[config.mk]
export PLATFORM = sky130hd
export DESIGN_NAME = imm_decode_stage
export DESIGN_NICKNAME = d
export VERILOG_FILES = /design/src/rtl/imm_decode_stage.sv
export SDC_FILE = /design/constraint.sdc
export NUM_CORES = 1
export LEC_CHECK = 0
export BUFFER_PORTS_ARGS = -buffer_cell sky130_fd_sc_hd__buf_2
export CELL_PAD_IN_SITES_DETAIL_PLACEMENT = 1
export CELL_PAD_IN_SITES_GLOBAL_PLACEMENT = 1
export CORE_MARGIN = 2
export CORE_UTILIZATION = 45
export DETAILED_ROUTE_END_ITERATION = 16
export GPL_TIMING_DRIVEN = 0
export PLACE_DENSITY_LB_ADDON = 0.1
export SKIP_LAST_GASP = 1
export SLEW_MARGIN = 20
export SYNTH_ARGS = -nofsm -noshare
export SYNTH_HDL_FRONTEND = slang
export SYNTH_SLANG_ARGS = --single-unit
[constraint.sdc]
create_clock -name clk -period 5.8 [get_ports clk]
set_input_delay 0.87 -clock clk [delete_from_list [all_inputs] [get_ports clk]]
set_output_delay 0.87 -clock clk [all_outputs]
set_load 0.02 [all_outputs]
[src/rtl/imm_decode_stage.sv]
// Decode-stage front end: classifies the fetched opcode, builds the sign-extended immediate and
// buffers results in a two-entry skid buffer. IMM_DECODE_ZICSR_EN enables Zicsr immediate (CSRR*I) decode.
module imm_decode_stage #(
  parameter int XLEN = 32
) (
  input  logic            clk,
  input  logic            rst_n,
  input  logic            flush,
  input  logic            in_valid,
  output logic            in_ready,
  input  logic [XLEN-1:0] in_inst,
  input  logic [XLEN-1:0] in_pc,
  output logic            out_valid,
  input  logic            out_ready,
  output logic [XLEN-1:0] out_inst,
  output logic [XLEN-1:0] out_pc,
  output logic [XLEN-1:0] out_imm,
  output logic [3:0]      out_sel,
  output logic            out_illegal
);

  typedef enum logic [3:0] {
    SEL_NONE = 4'd0,
    SEL_I    = 4'd1,
    SEL_S    = 4'd2,
    SEL_B    = 4'd3,
    SEL_U    = 4'd4,
    SEL_J    = 4'd5,
    SEL_Z    = 4'd6
  } sel_e;

  typedef enum logic [1:0] {
    ST_EMPTY = 2'd0,
    ST_ONE   = 2'd1,
    ST_TWO   = 2'd2
  } state_e;

  typedef struct packed {
    logic [XLEN-1:0] inst;
    logic [XLEN-1:0] pc;
    logic [XLEN-1:0] imm;
    sel_e            sel;
    logic            illegal;
  } entry_t;

  state_e state_q, state_d;
  logic   in_ready_q, in_ready_d;
  entry_t main_q, main_d;
  entry_t skid_q, skid_d;
  entry_t dec;
  sel_e   dec_sel;
  logic   dec_illegal;
  logic   in_xfer, out_xfer;

  // NOTE: every variable written in always_comb gets a default first, so no path can infer a latch.
  always_comb begin
    dec_sel     = SEL_NONE;
    dec_illegal = 1'b0;
    case (in_inst[6:0])
      7'b0110111, 7'b0010111:                         dec_sel = SEL_U;
      7'b1101111:                                     dec_sel = SEL_J;
      7'b1100111, 7'b0000011, 7'b0010011, 7'b0001111: dec_sel = SEL_I;
      7'b1100011:                                     dec_sel = SEL_B;
      7'b0100011:                                     dec_sel = SEL_S;
      7'b0110011:                                     dec_sel = SEL_NONE;
      7'b1110011: begin
`ifdef IMM_DECODE_ZICSR_EN
        if (in_inst[14]) dec_sel = SEL_Z;
`else
        if (in_inst[13:12] != 2'b00) dec_illegal = 1'b1;
`endif
      end
      default:                                        dec_illegal = 1'b1;
    endcase

    dec         = '0;
    dec.inst    = in_inst;
    dec.pc      = in_pc;
    dec.sel     = dec_sel;
    dec.illegal = dec_illegal;
    case (dec_sel)
      SEL_I:   dec.imm = {{20{in_inst[31]}}, in_inst[31:20]};
      SEL_S:   dec.imm = {{20{in_inst[31]}}, in_inst[31:25], in_inst[11:7]};
      SEL_B:   dec.imm = {{19{in_inst[31]}}, in_inst[31], in_inst[7], in_inst[30:25],
                          in_inst[11:8], 1'b0};
      SEL_U:   dec.imm = {in_inst[31:12], 12'b0};
      SEL_J:   dec.imm = {{11{in_inst[31]}}, in_inst[31], in_inst[19:12], in_inst[20],
                          in_inst[30:21], 1'b0};
      SEL_Z:   dec.imm = {27'b0, in_inst[19:15]};
      default: dec.imm = '0;
    endcase
  end

  assign in_xfer  = in_valid & in_ready_q;
  assign out_xfer = out_valid & out_ready;

  always_comb begin
    state_d = state_q;
    main_d  = main_q;
    skid_d  = skid_q;
    if (flush) begin
      state_d = ST_EMPTY;
    end else begin
      case (state_q)
        ST_EMPTY: begin
          if (in_xfer) begin
            main_d  = dec;
            state_d = ST_ONE;
          end
        end
        ST_ONE: begin
          if (in_xfer && !out_xfer) begin
            skid_d  = dec;
            state_d = ST_TWO;
          end else if (out_xfer && !in_xfer) begin
            state_d = ST_EMPTY;
          end else if (in_xfer && out_xfer) begin
            main_d  = dec;
          end
        end
        ST_TWO: begin
          // Upstream is already stalled here, so only the drain side can move.
          if (out_xfer) begin
            main_d  = skid_q;
            state_d = ST_ONE;
          end
        end
        default: state_d = ST_EMPTY;
      endcase
    end
    in_ready_d = (state_d != ST_TWO);
  end

  // NOTE: sequential state uses non-blocking assignments only; blocking here would race other flops.
  // NOTE: payload registers are reset too, because their reset values are visible on the outputs.
  always_ff @(posedge clk or negedge rst_n) begin
    if (!rst_n) begin
      state_q    <= ST_EMPTY;
      in_ready_q <= 1'b1;
      main_q     <= '0;
      skid_q     <= '0;
    end else begin
      state_q    <= state_d;
      in_ready_q <= in_ready_d;
      main_q     <= main_d;
      skid_q     <= skid_d;
    end
  end

  assign in_ready    = in_ready_q;
  assign out_valid   = (state_q != ST_EMPTY);
  assign out_inst    = main_q.inst;
  assign out_pc      = main_q.pc;
  assign out_imm     = main_q.imm;
  assign out_sel     = main_q.sel;
  assign out_illegal = main_q.illegal;

endmodule

-- Word level (Yosys, flattened, before mapping)
Index checks and enable logic that the tools add are counted.
- equal/unequal tests: 25
- muxes and demuxes: 16
- bitwise operators: 3
- reduce and logical (&&, ||, !) cells: 14
- operator list (cell ; number):
    two-way mux 101 bit ; 5
    case mux 101 bit (3 select lines) ; 1
    case mux 32 bit (6 select lines) ; 1
    == test 7 bit (second input constant) ; 4
    == test 7 x 6 -> 1 bit (second input constant) ; 3
    case mux 3 bit (5 select lines) ; 1
    == test 7 x 5 -> 1 bit (second input constant) ; 2
    == test 4 x 3 -> 1 bit (second input constant) ; 3
    != test 2 bit (second input constant) ; 6
    two-way mux 2 bit ; 5
    OR reduction 10 bit ; 1
    == test 4 x 2 -> 1 bit (second input constant) ; 2
    == test 7 x 2 -> 1 bit (second input constant) ; 1
    == test 7 x 4 -> 1 bit (second input constant) ; 1
    AND reduction 7 bit ; 1
    case mux 2 bit (3 select lines) ; 1
    == test 4 x 1 -> 1 bit (second input constant) ; 1
    nonzero test 2 bit ; 2
    OR reduction 4 bit ; 1
    logical AND 1 bit ; 3
    AND reduction 3 bit ; 1
    nonzero test 3 bit ; 1
    bitwise AND 1 bit ; 2
    == test 2 x 1 -> 1 bit (second input constant) ; 1
    other kinds (7) ; 8
- register bits: 205
- input bits: 69
- output and inout bits: 103
- logic and storage cells: 70

-- Longest topological paths before layout
Gate-level depths: netlist of run 1.
- depth after elaboration: 9
- depth in mapped cells: 8
- depth with buffers taken out: 5

-- Worst setup path before layout of run 1
No wires, ideal clock.
- path kind: input -> register
- start point: in in_inst[3]
- end point: reg main_q, in the netlist out_imm[10]
- setup time: 0.066 ns
- data arrival time: 2.147 ns
- required time: 5.734 ns
- path slack: 3.587 ns
- stages: 6
- path buffers: 1
- cells stage by stage: or2_1 > or3_1 > buf_6 > a31o_4 > nor3_4 > a221o_1
- word-level cells in the longest chain between the ends: 9
- elaborated cells on any way between the ends: 24
- those cells by class: eq/ne: 15; mux: 7; reduce/logical: 2
- ends and longest elaborated chain (element ; RTL line ; text):
    from (decl) ; 11 ; input logic [XLEN-1:0] in_inst,
    == test 7 bit, or another cell as far along ; 59 ; case (in_inst[6:0])
    OR reduction 4 bit / OR reduction 2 bit (equally long branches) ; - ;
    case mux 3 bit (5 select lines) (*) ; 59 ;
    == test 4 x 3 -> 1 bit, or another cell as far along ; 81 ; case (dec_sel)
    case mux 32 bit (6 select lines) (*) ; 81 ;
    two-way mux 101 bit ; 117 ; end else if (in_xfer && out_xfer) begin
    two-way mux 101 bit ; 115 ; end else if (out_xfer && !in_xfer) begin
    two-way mux 101 bit ; 112 ; if (in_xfer && !out_xfer) begin
    case mux 101 bit (3 select lines) (*) ; 104 ; case (state_q)
    to (signal assigned) ; 145 ; main_q <= main_d;
    to (decl) ; 48 ; entry_t main_q, main_d;
Every way passes the cells marked *; elsewhere a longest branch is shown, timed or not. The select of a mux whose other input is x is not followed.
A chain may end at the register's enable or synchronous reset.

-- Worst setup path after layout of run 1
- start point: reg in_ready_q, in the netlist in_ready
- end point: reg skid_q[20] (netlist bit)
- word-level cells in the longest chain between the ends: 3
- ends and longest elaborated chain (element ; RTL line ; text):
    from (decl) ; 47 ; logic in_ready_q, in_ready_d;
    from (signal assigned) ; 144 ; in_ready_q <= in_ready_d;
    bitwise AND 1 bit ; 94 ; assign in_xfer = in_valid & in_ready_q;
    logical AND 1 bit ; 112 ;
    AND reduction 3 bit (no source line) ; - ;
    to (signal assigned) ; 146 ; skid_q <= skid_d;
    to (decl) ; 49 ; entry_t skid_q, skid_d;
Every way passes these cells.

==> flow_metrics.py, run 1 <==
metrics = {
    "outcome": {
        "status": "complete, no violations",
    },
    "timing": {
        "finalSetupViolations": 0,
        "hold-worst-slack_ns": 0.2108,
        "tns_ns": 0,
        "rsz0062_at_grt": "no",
        "maxSlewViolCount": 0,
        "maxSlewHeadroom_pct": 42.68,
        "fmax_mhz": 418.0,
        "worst_pin_slew_ns": 0.8598,
        "clock_skew_ns": 0.01116,
        "final.period_utilization_pct": 41.25,
        "layout_min_cycle_time_ns": 2.392,
        "hold_violations": 0,
    },
    "synthesis": {
        "syn_area_per_cell_um2": 8.895,
        "synth-compound-area-share_pct": 12.83,
        "synth_top_family_by_area": "simple AND/OR/NAND/NOR gates",
        "synth_top_area_share_pct": 57.35,
        "ys.flop_type": "dfrtp_1",
        "synthesis.area_mm2": 0.008815,
        "yosysTopAreaCell": "dfrtp_1",
        "syn_nets": 1060,
        "synthTopCellsByArea": "dfrtp_1 (57%), nand2_1 (16%), nor2_1 (5.2%)",
        "ys_types": 48,
        "async_flop_share_pct": 100.0,
        "muxShareOfSynthArea_pct": 0,
        "synth_adder_area_share_pct": 0,
        "yosys_warnings": 0,
        "synth_edf_count": 0,
        "seq_area_frac_synth_pct": 57.64,
        "synth_seq_cells": 203,
        "synthXorXnorAreaFrac_pct": 0.09936,
        "syn_inst": 991,
        "yosys.area_share.simple_pct": 25.58,
    },
    "hold_path": {
        "hp-class": "in -> async",
    },
    "global_route": {
        "grt_util_met1_pct": 37.41,
        "antenna_found_initial": 1,
        "grt_pass1_vias": 8091,
        "grt.met3_usage_pct": 3.199,
        "grt_use_total_pct": 26.67,
        "top_usage_layer": "met2",
        "grt-ovfl-total": 0,
        "grt_max_degree": 93,
        "use_met2_pct": 45.11,
        "grt_first_pass_wirelength_mm": 43.40,
    },
    "critical_path": {
        "rr_worst_depth": 6,
        "r2r-end": "skid_q[20]",
        "cp_slowest_stage_delay_ns": 0.59,
        "r2r_start": "in_ready",
        "cp.arrival_ns": 2.75,
        "rrSetupSlack_ns": 3.41,
        "worstPathMaxFanout": 10,
        "critPathLaunchType": "flop",
        "path_cells": "and3b_1 -> nand2_1 -> or3_1 -> clkbuf_1 -> nor2_1 -> a21oi_1",
        "endpoint_kind": "flop",
        "critPathKind": "reg -> reg",
        "cp_slowest_cell": "nor2_1",
        "required_ns": 6.16,
    },
    "pwr": {
        "power_frac_comb_pct": 20.1,
        "p_int_mw": 2.802,
        "p_seq_share_pct": 47.0,
        "ir_drop_v": 0.0002105,
        "switching_share_pct": 30.81,
        "total_leakage_power_nw": 5.173,
        "pwr-share-clk_pct": 32.9,
        "power_mw": 4.050,
        "power_density_mw_per_mm2": 377.4,
        "p_switching_mw": 1.248,
    },
    "clock_network": {
        "hold_buffers": 0,
        "cts_tree": "built",
        "cts-root-buf": "clkbuf_16",
        "clockBufferDepth": 3,
        "cts_resized": 0,
        "cts_max_level": 1,
        "cts_sinks": 203,
        "clk_latency_ns": 0.50,
        "postCtsSetupRepairBufs": 0,
        "cts_buffers": 23,
        "path_clk_slew_ns": 0.06,
    },
    "floorplanning": {
        "initial_core_util_pct": 45.59,
        "dieHeight_um": 144.0,
        "dieArea_mm2": 0.02072,
        "rows": 51,
        "core_mm2": 0.01933,
        "die_width_um": 144.0,
        "pin_count": 172,
    },
    "detailed_routing": {
        "dr.pass1.iters": 4,
        "drtAntennaViolNets": 0,
        "via_per_inst": 5.368,
        "vias": 7854,
        "drcViolationCount": 0,
        "wl_mm": 27.37,
        "avgRoutedWirePerCell_um": 18.71,
        "drtIter0Drc": 446,
    },
    "layout": {
        "final_net_count": 1256,
        "layout-drive-gt1-share_pct": 21.39,
        "syn2layout_area_growth_pct": 21.73,
        "fill_cells": 2343,
    },
    "placement": {
        "gp_congestion": 0.8293,
        "hpwl_mm": 19.09,
        "io_buffers": 169,
    },
    "job": {
        "cap_violations": 0,
    },
}
state kept, by name, indices dropped and copies added, names as in the netlist:
| name | count |
|---|---|
| in_ready | 1 |
| out_illegal | 1 |
| out_imm | 32 |
| out_inst | 32 |
| out_pc | 32 |
| out_sel | 3 |
| skid_q | 100 |
| state_q | 2 |
power by group through the flow:
stage / clock [mW] / combinational, mW / sequential (mW)
2_1_floorplan: 0 / 0.351 / 2.04
3_3_place_gp: 0 / 0.781 / 1.91
3_5_place_dp: 0 / 0.817 / 1.92
4_1_cts: 1.36 / 0.826 / 1.90
5_1_grt: 1.42 / 0.907 / 1.94
6_report: 1.33 / 0.814 / 1.90
critical path: cells and delay by family, from the launching register on:
family / cells / cell delay (ns)
flip-flops: 1 / 0.53
buffers and inverters: 1 / 0.39
AO/OA/AOI/OAI: 1 / 0.15
AND/OR/NAND/NOR: 4 / 1.18
synthesized netlist by cell type (2+ instances only):
master / instances
nand2_1: 364
dfrtp_1: 202
nor2_1: 122
a31oi_1: 69
clkbuf_1: 36
buf_2: 31
a21oi_1: 26
nor3_1: 25
a211oi_1: 14
a211oi_2: 10
and3_1: 9
a22o_1: 7
o21ai_0: 7
a221o_1: 6
a22oi_1: 5
nand3_1: 5
and3b_1: 4
nor2b_1: 4
o21ai_1: 4
nand2b_1: 3
or3_1: 3
a21o_1: 2
a31oi_2: 2
buf_4: 2
buf_6: 2
inv_1: 2
nor3_2: 2
o211ai_1: 2
or2_2: 2
cells by family after synthesis:
| kind of cell | after synthesis |
|---|---|
| AOI/OAI and AO/OA | 160 |
| xor gates and xnor gates | 1 |
| buffers and inverters | 73 |
| DFF | 203 |
| other | 1 |
| and+or+nand+nor | 553 |
worst max path at each step:
| stage | from | endpoint | slack, ns | cells after the start |
|---|---|---|---|---|
| floorplan | in_inst[3] | out_imm[10] | 3.59 | 6 |
| finish | in_ready | skid_q[20] | 3.41 | 6 |
| global route | in_ready | skid_q[20] | 3.26 | 6 |
| CTS | in_ready | skid_q[20] | 3.41 | 6 |
| detailed placement | in_valid | skid_q[20] | 2.98 | 7 |
| global placement | rst_n | skid_q[65] | 0.27 | 1 |
final cells by class:
class	count	area (um^2)	area share (%)
timing repair buffer	171	910.9	8.489
multi-input combinational	715	3398	31.67
clock buffer	35	670.6	6.250
antenna	1	2.502	0.02332
tap	265	331.6	3.090
inverter	2	7.507	0.06996
buffer	71	327.8	3.055
sequential	203	5081	47.35
routing by layer:
| layer | part of all wire (%) | wire [um] |
|---|---|---|
| met5 | 0.040 | 11 |
| met2 | 49 | 13420 |
| met3 | 4.5 | 1227 |
| met1 | 45 | 12360 |
| met4 | 1.3 | 354 |
cells in the final DEF, fill, tap and decap left out, types with 9 or more instances in the layout:
cell	instances
nand2_1	364
dfrtp_1	202
nor3_1	25
nor2_1	122
a21oi_1	26
clkbuf_16	23
buf_2	199
a211oi_2	10
clkbuf_1	43
and3_1	9
a211oi_1	14
a31oi_1	69
stage by stage:
step                      cell area (um^2)  util, %  worst slack [ns]  instances
after floorplan                       8815        -             3.587        991
final                                10730    55.50             3.408       1463
after global routing                 10730    55.48             3.261       1462
after global placement                9992    51.68            0.2683       1425
after detailed placement             10060    52.02             2.984       1427
after CTS                            10730    55.48             3.406       1462
Power figures use the tool's default switching activity.
==> run 2, diff against run 1 <==
--- a/config.mk
+++ b/config.mk
@@ -9,7 +9,7 @@
 export CELL_PAD_IN_SITES_DETAIL_PLACEMENT = 1
 export CELL_PAD_IN_SITES_GLOBAL_PLACEMENT = 1
 export CORE_MARGIN = 2
-export CORE_UTILIZATION = 45
+export CORE_UTILIZATION = 37
 export DETAILED_ROUTE_END_ITERATION = 16
 export GPL_TIMING_DRIVEN = 0
 export PLACE_DENSITY_LB_ADDON = 0.1
==> constraint.sdc (replaced) <==
create_clock -name clk -period 1.96 [get_ports clk]
set_input_delay 0.294 -clock clk [delete_from_list [all_inputs] [get_ports clk]]
set_output_delay 0.294 -clock clk [all_outputs]
set_load 0.02 [all_outputs]
==> flow_metrics.py, run 2 (synthesis gave the netlist of run 1 again) <==
metrics = {
    "timing": {
        "final.period_utilization_pct": 99.83,
        "fmax_mhz": 511.1,
        "worst_pin_slew_ns": 0.7195,
        "layout_min_cycle_time_ns": 1.957,
        "hold_violations": 0,
        "tns_ns": 0,
        "fin_ws_ns": 0.003271,
        "hold-worst-slack_ns": 0.01380,
        "clock_skew_ns": 0.01781,
        "maxSlewHeadroom_pct": 51.64,
        "maxSlewViolCount": 0,
        "rsz0062_at_grt": "yes",
        "finalSetupViolations": 0,
    },
    "critical_path": {
        "cp.arrival_ns": 2.36,
        "required_ns": 2.37,
        "critPathLaunchType": "flop",
        "worstPathMaxFanout": 10,
        "critPathKind": "reg -> reg",
        "endpoint_kind": "flop",
    },
    "layout": {
        "layout-drive-gt1-share_pct": 24.43,
        "fill_cells": 2850,
        "final_net_count": 1289,
        "final_common_cell": "nand2_1",
        "diodes": 0,
        "final_core_util_pct": 48.75,
        "syn2layout_area_growth_pct": 29.44,
        "final_cells": 1555,
        "largest_reg_flops": 100,
        "top_register": "skid_q",
        "design_area_mm2": 0.01141,
        "layout_common_cells": "nand2_1 (363), dfrtp_1 (202), buf_2 (180), nor2_1 (120), a31oi_1 (69)",
    },
    "clock_network": {
        "clk_latency_ns": 0.52,
        "path_clk_slew_ns": 0.06,
        "cts_buffers": 23,
        "cts_tree": "built",
        "cts_sinks": 203,
        "cts_max_level": 1,
        "cts-root-buf": "clkbuf_16",
        "clockBufferDepth": 3,
    },
    "detailed_routing": {
        "wl_met3_mm": 1.495,
        "drtIter0Drc": 401,
        "drcViolationCount": 0,
        "maxUsedRoutingLayer": "met5",
        "drtAntennaViolNets": 0,
        "wl_met2_mm": 13.38,
        "avgRoutedWirePerCell_um": 18.43,
        "wl_mm": 28.66,
        "dr.pass1.iters": 4,
        "via_per_inst": 5.082,
        "wl_met1_mm": 13.20,
        "vias": 7902,
    },
    "global_route": {
        "antenna_found_initial": 2,
        "grt_first_pass_wirelength_mm": 44.96,
        "grt-ovfl-total": 0,
        "grt_max_degree": 92,
        "grt_use_total_pct": 23.12,
        "grt_pass1_vias": 8175,
    },
    "placement": {
        "place_area_mm2": 0.01012,
        "gp_congestion": 0.7755,
        "dp_cells": 1481,
        "hpwl_mm": 19.75,
        "dp_slack_ns": -0.5293,
        "io_buffers": 169,
    },
    "floorplanning": {
        "die_width_um": 158.4,
        "initial_core_util_pct": 37.67,
        "pin_count": 172,
        "dieHeight_um": 158.4,
        "core_mm2": 0.02340,
        "dieArea_mm2": 0.02507,
        "rows": 56,
    },
    "job": {
        "cap_violations": 0,
    },
    "hold_path": {
        "hp-class": "in -> reg",
    },
    "outcome": {
        "status": "complete, no violations",
    },
    "pwr": {
        "total_leakage_power_nw": 5.462,
        "ir_drop_v": 0.0004764,
        "power_mw": 12.53,
        "power_density_mw_per_mm2": 1098,
    },
}
[run 2: cell types whose count changed in the layout (fill, tap and decap cells not counted), moves of 6 or more]
cell | previous run | this run
buf_6 | 2 | 8
clkinv_2 | 0 | 7
clkbuf_1 | 43 | 13
clkbuf_4 | 0 | 15
buf_4 | 2 | 10
buf_2 | 199 | 180
clkbuf_2 | 0 | 15
dlygate4sd3_1 | 0 | 32
[run 2: worst max-delay path, cell delays in order (launching register included)]
cell and delay [ns]:
dfstp_2 0.54, and3b_1 0.20, nand2_1 0.14, or3_1 0.37, clkbuf_8 0.22, nor2_2 0.14
buf_6 0.16, a21oi_1 0.08
[run 2: layer usage]
layer / global-route usage, % / vias to the layer above
met2: 37.39 / 187
met4: 6.049 / 2
met3: 3.538 / 41
met1: 32.57 / 3917
li1: - / 3755
met5: 0 / -
[run 2: power breakdown]
group	total [mW]	internal, mW	switching, mW
sequential	5.63	5.11	0.522
clock	4.41	2.60	1.81
combinational	2.49	0.936	1.55
total	12.5	8.64	3.88
[run 2: layout make-up]
cell class,instances,area (um^2),share of cell area (%)
buffer,71,460.4,4.036
clock buffer,30,651.9,5.713
clock inverter,11,111.4,0.9760
inverter,2,7.507,0.06580
multi-input combinational,715,3460,30.32
sequential,203,5081,44.53
tap,319,399.1,3.498
timing repair buffer,204,1239,10.86
[run 2: what timing repair did]
item / in CTS / in global routing
resized for setup: 33 / 62
buffers inserted: 0 / 1
pin swaps: 0 / 1
endpoints found under the hold margin: 61 / 1
setup endpoints to repair: 194 / 182
hold buffers: 31 / 1
gates cloned: 0 / 0
[run 2: worst paths after layout]
check,start,end,slack [ns],depth (start not counted)
min,in_inst[15],skid_q[84],0.01,3
max,in_ready,skid_q[26],0.003,7
max in group asynchronous,rst_n,skid_q[71],0.96,3
min reg2reg,skid_q[43],skid_q[43],0.47,2
min in group asynchronous,rst_n,skid_q[95],0.23,2
max reg2reg,in_ready,skid_q[26],0.003,7
